### config.mk
export PLATFORM = sky130hd
export DESIGN_NAME = ext_mem_loader
export DESIGN_NICKNAME = d
export VERILOG_FILES = /design/src/rtl/ext_mem_loader_pkg.sv /design/src/rtl/ext_mem_loader_packer.sv /design/src/rtl/ext_mem_loader.sv
export SDC_FILE = /design/constraint.sdc
export NUM_CORES = 1
export LEC_CHECK = 0
export CORE_MARGIN = 3
export CORE_UTILIZATION = 41
export DETAILED_ROUTE_END_ITERATION = 6
export GPL_ROUTABILITY_DRIVEN = 0
export PLACE_DENSITY = 0.85
export SLEW_MARGIN = 30
export SYNTH_ARGS = -nofsm -noshare
export SYNTH_HDL_FRONTEND = slang
export SYNTH_SLANG_ARGS = --single-unit
export TNS_END_PERCENT = 50
### constraint.sdc
create_clock -name clk -period 3.25 [get_ports clk]
set_input_delay 0.65 -clock clk [delete_from_list [all_inputs] [get_ports clk]]
set_output_delay 0.65 -clock clk [all_outputs]
set_load 0.02 [all_outputs]
### src/rtl/ext_mem_loader_pkg.sv
// Shared types and helpers for the boot/load engine: FSM states, memory target codes
// and the beats-per-word derivation.
package riscv_ld_pkg;

  typedef enum logic [1:0] {
    IDLE  = 2'd0,
    FILL  = 2'd1,
    WRITE = 2'd2,
    DONE  = 2'd3
  } ldState_t;

  localparam logic TGT_IMEM = 1'b0;
  localparam logic TGT_DMEM = 1'b1;

  function automatic int beatsPerWord(input int xlen, input int dinW);
    return xlen / dinW;
  endfunction

endpackage

### src/rtl/ext_mem_loader_packer.sv
// Collects DIN_W-bit beats into an XLEN-bit word, little-endian (first beat in the LSBs).
// wordFull flags the beat that completes the word, so the caller can act on that edge.
module word_packer
  import riscv_ld_pkg::*;
#(
  parameter int XLEN  = 32,
  parameter int DIN_W = 8
) (
  input  logic             clk,
  input  logic             clear,
  input  logic             flush,
  input  logic             shiftEn,
  input  logic [DIN_W-1:0] din,
  output logic             wordFull,
  output logic [XLEN-1:0]  word
);

  localparam int BEATS = beatsPerWord(XLEN, DIN_W);
  localparam int BEAT_W = (BEATS > 1) ? $clog2(BEATS) : 1;
  localparam logic [BEAT_W-1:0] LAST_BEAT = BEAT_W'(BEATS - 1);

  if (XLEN % DIN_W != 0) begin : gWidthCheck
    $error("word_packer: DIN_W must divide XLEN");
  end

  logic [BEAT_W-1:0] beatCntReg;

  always_ff @(posedge clk or posedge clear) begin
    if (clear) begin
      beatCntReg <= '0;
    end else if (flush) begin
      beatCntReg <= '0;
    end else if (shiftEn) begin
      beatCntReg <= (beatCntReg == LAST_BEAT) ? '0 : beatCntReg + BEAT_W'(1);
    end
  end

  assign wordFull = shiftEn && (beatCntReg == LAST_BEAT);

  // Each lane latches the beat whose index matches the running count.
  genvar gi;
  generate
    for (gi = 0; gi < BEATS; gi++) begin : gLane
      logic [DIN_W-1:0] laneReg;

      always_ff @(posedge clk or posedge clear) begin
        if (clear) begin
          laneReg <= '0;
        end else if (flush) begin
          laneReg <= '0;
        end else if (shiftEn && (beatCntReg == BEAT_W'(gi))) begin
          laneReg <= din;
        end
      end

      assign word[gi*DIN_W +: DIN_W] = laneReg;
    end
  endgenerate

endmodule

### src/rtl/ext_mem_loader.sv
// Boot/load engine: packs a beat stream into words, writes them to instruction or data
// memory at incrementing addresses, and holds the core in reset while doing so.
module ext_mem_loader
  import riscv_ld_pkg::*;
#(
  parameter int XLEN   = 32,
  parameter int DIN_W  = 8,
  parameter int ADDR_W = 32,
  parameter int CNT_W  = 16
) (
  input  logic              clk,
  input  logic              reset,
  input  logic              ld_start,
  input  logic              ld_target,
  input  logic [ADDR_W-1:0] ld_base,
  input  logic [CNT_W-1:0]  ld_count,
  input  logic              s_valid,
  input  logic [DIN_W-1:0]  s_data,
  output logic              s_ready,
  output logic              ld_busy,
  output logic              ld_done,
  output logic              cpu_reset,
  input  logic              cpu_MemWrite,
  input  logic [ADDR_W-1:0] cpu_DataAdr,
  input  logic [XLEN-1:0]   cpu_WriteData,
  output logic              dmem_we,
  output logic [ADDR_W-1:0] dmem_addr,
  output logic [XLEN-1:0]   dmem_wdata,
  output logic              imem_we,
  output logic [ADDR_W-1:0] imem_addr,
  output logic [XLEN-1:0]   imem_wdata
);

  localparam logic [ADDR_W-1:0] ADDR_STEP = ADDR_W'(XLEN / 8);
  localparam logic [ADDR_W-1:0] WORD_MASK = ~ADDR_W'(3);

  if (XLEN % DIN_W != 0) begin : gWidthCheck
    $error("ext_mem_loader: DIN_W must divide XLEN");
  end

  ldState_t          stateReg;
  logic              targetReg;
  logic [ADDR_W-1:0] addrReg;
  logic [CNT_W-1:0]  remainReg;
  logic              busyReg;
  logic              doneReg;
  logic              readyReg;
  logic              wrEnReg;

  logic              beatFire;
  logic              wordFull;
  logic [XLEN-1:0]   packedWord;

  assign beatFire = s_valid & readyReg;

  word_packer #(
    .XLEN  (XLEN),
    .DIN_W (DIN_W)
  ) uPacker (
    .clk      (clk),
    .clear    (reset),
    .flush    (stateReg == IDLE),
    .shiftEn  (beatFire),
    .din      (s_data),
    .wordFull (wordFull),
    .word     (packedWord)
  );

  always_ff @(posedge clk or posedge reset) begin
    if (reset) begin
      stateReg  <= IDLE;
      targetReg <= TGT_IMEM;
      addrReg   <= '0;
      remainReg <= '0;
      busyReg   <= 1'b0;
      doneReg   <= 1'b0;
      readyReg  <= 1'b0;
      wrEnReg   <= 1'b0;
    end else begin
      doneReg <= 1'b0;
      wrEnReg <= 1'b0;
      unique case (stateReg)
        IDLE: begin
          if (ld_start) begin
            targetReg <= ld_target;
            addrReg   <= ld_base & WORD_MASK;
            remainReg <= ld_count;
            busyReg   <= 1'b1;
            if (ld_count != '0) begin
              stateReg <= FILL;
              readyReg <= 1'b1;
            end else begin
              stateReg <= DONE;
              doneReg  <= 1'b1;
            end
          end
        end
        FILL: begin
          if (wordFull) begin
            stateReg <= WRITE;
            readyReg <= 1'b0;
            wrEnReg  <= 1'b1;
          end
        end
        WRITE: begin
          addrReg   <= addrReg + ADDR_STEP;
          remainReg <= remainReg - CNT_W'(1);
          if (remainReg == CNT_W'(1)) begin
            stateReg <= DONE;
            doneReg  <= 1'b1;
          end else begin
            stateReg <= FILL;
            readyReg <= 1'b1;
          end
        end
        DONE: begin
          stateReg <= IDLE;
          busyReg  <= 1'b0;
        end
        default: stateReg <= IDLE;
      endcase
    end
  end

  assign s_ready   = readyReg;
  assign ld_busy   = busyReg;
  assign ld_done   = doneReg;
  assign cpu_reset = reset | busyReg;

  assign imem_we    = wrEnReg & (targetReg == TGT_IMEM);
  assign imem_addr  = addrReg;
  assign imem_wdata = packedWord;

  // While loading, the core's store port is cut off entirely.
  assign dmem_we    = busyReg ? (wrEnReg & (targetReg == TGT_DMEM)) : cpu_MemWrite;
  assign dmem_addr  = busyReg ? addrReg    : cpu_DataAdr;
  assign dmem_wdata = busyReg ? packedWord : cpu_WriteData;

endmodule

==> run metrics <==
ant diodes 0; Yosys cell types 56; via count 5822; Area Overhead vs Synth 56.9%; VDD IR-drop max 498 uV; share of the synthesized area in the top cell type 0.407; clock skew 0.0113 ns; CTS clk-pin slew, worst paths 0.07 ns; vias per inst 5.70; Worst slew margin 0.493; hold_sp targetReg; cts hold-fix bufs 0; pwr dens 963 mW/mm^2; Buf+Inv Stages, Crit Path 2; Worst setup SP type flop; multi-input logic area 0.00296 mm^2; hpwl dp 14000 um; filler cell count 1018; post-route minimum period 2.67 ns; # Max-Cap Violations 0; fraction of registers with async set or reset after synthesis 1.00; Clock Path Buffers 2; Post-Synthesis Cells 606; placed cell area 0.00807 mm^2; drt pass-1 iters 7; Post-Route WL 18600 um; clock sinks 87; fin. max-slew vios 0; die height 120 um; residual DRC count 0; ys flop type dfrtp_1; CTS tree yes; YS warnings 0; synth top area cells dfrtp_1, mux2_2, a21oi_1; GRT Residual Overflow 0; RSZ-0062 raised after global routing false; Fmax 375 MHz; layout cells sized above 1 0.121; First DRT Iteration DRCs 440; Nets 977; crit-path leading delay family buffers and inverters; Synth top cells by count dfrtp_1, nand2_1, mux2_2; reg2reg start stateReg[1]; slowest cell on the critical path clkdlybuf4s50_1; Leak 3.27 nW; setup TNS 0 ns; Crit Path Category reg2out; sequential fraction of the synthesis area 0.407; placed cells 1005; Final Hold Vio Count 0; post-CTS sizing 0; Clk Latency, worst-skew pair 0.34 ns; # IOs 260; vias in the first global route 5563; std cell rows 41; Design Power 8.08 mW; gr usage total 0.249; top-count cell post-synth dfrtp_1; setup repair bufs after CTS 0; I/O Buffers 255; CTS Root Cell clkbuf_16; first-pass GRT wire length 29100 um; number of synthesized flops with an enable pin 0; Max stage delay on crit path 0.57 ns; post-route cell area 0.00839 mm^2; CP startpoint ld_busy; Post-DRT Antenna Nets 0; H-tree levels 3; worst-margin pin slew 0.755 ns; crit-path max FO 70; antenna violations before repair 0; post-synth top area cell dfrtp_1; die width 120 um; Finish-stage setup viols 0; core region area 0.0127 mm^2; register area 0.00218 mm^2; CP required 2.60 ns; Initial Utilization 0.422; arrival time at the worst endpoint 2.02 ns; Final period util 0.821; cts bufs inserted 9; Syn Area/Cell 8.82 um^2; post-synthesis register bit count 87; Min-Delay Path Class reg2reg; worst path cell trace buf_12 -> mux2_2 -> clkdlybuf4s50_1; DIE AREA 0.0144 mm^2; routed len/inst 18.3 um; largest net degree at the start of global routing 71; Post-Layout Cell Count 1021; Cell Area, Synth 0.00534 mm^2; status complete, no violations; CP endpoint kind output port
[stage by stage]
stage	util	hold slack, ns	setup WS, ns
2_1_floorplan	-	0.469	0.350
3_3_place_gp	0.637	0.484	0.702
3_5_place_dp	0.637	0.497	0.694
4_1_cts	0.662	0.512	0.563
5_1_grt	0.662	0.562	0.512
6_report	0.662	0.506	0.583
[per-layer routing]
metal / wire length, um / GRT usage
met1: 7450 / 0.315
met2: 9170 / 0.431
met3: 1760 / 0.0575
met4: 270 / 0.0601
met5: 0 / 0
[tightest hold or removal path: stages, from the launching register on]
cell,delay (ns)
dfrtp_1,0.36
nand2_1,0.06
nand2_1,0.06
[state kept, by name (all words and copies together), names as in the netlist, 2 cells and up]
name	cells
uPacker.gLane.laneReg	32
imem_addr	30
remainReg	16
stateReg	2
uPacker.beatCntReg	2
[report_power, final]
part / switching (mW) / internal (mW)
Combinational: 2.42 / 2.38
Clock: 0.434 / 0.675
Sequential: 0.622 / 1.54
[final timing paths]
path                       slack [ns]  depth (start not counted)                           to
max reg2reg                      0.81                          5                imem_addr[19]
min in group asynchronous        0.72                          2  uPacker.gLane[3].laneReg[6]
max                              0.58                          3                dmem_addr[31]
min reg2reg                      0.51                          2                    targetReg
max in group asynchronous        1.84                          3                imem_addr[28]
min                              0.51                          2                    targetReg
[cells in the final DEF, fill, tap and decap left out, types with 4 or more instances in the layout]
master,n
buf_4,11
a31oi_1,11
nor3b_1,5
nor4_1,9
and2_1,4
clkbuf_16,9
nor3_1,22
nor2b_1,6
nor2_1,40
mux2_2,62
clkdlybuf4s50_1,255
dfrtp_1,86
nand3_1,40
a311oi_1,5
a21oi_1,61
nand2_1,81
o22ai_1,4
and3_1,7
o22a_1,4
ha_1,7
inv_1,9
nand2b_1,6
o21a_1,4
a211oi_1,13
or3_1,4
nand4_1,9
o21ai_0,20
[area by class of cell]
cell class,count,area share
Multi-Input combinational cell,467,0.353
Clock inverter,5,0.00985
Sequential cell,87,0.260
Timing Repair Buffer,268,0.319
Clock buffer,11,0.0278
Inverter,11,0.00507
Tap cell,172,0.0257
[cell families (layout without fill, tap and decap cells)]
family | after synthesis | in the layout | synth area share
AND/OR/NAND/NOR | 250 | 250 | 0.232
AO/OA/AOI/OAI | 143 | 143 | 0.167
flip-flops | 87 | 87 | 0.407
multiplexers | 63 | 63 | 0.133
buffers and inverters | 53 | 295 | 0.0400
adder cells (fa/ha/maj) | 7 | 7 | 0.0164
XOR/XNOR | 2 | 2 | 0.00328
other | 1 | 2 | 0.000702
(Power assumes the default switching activity.)
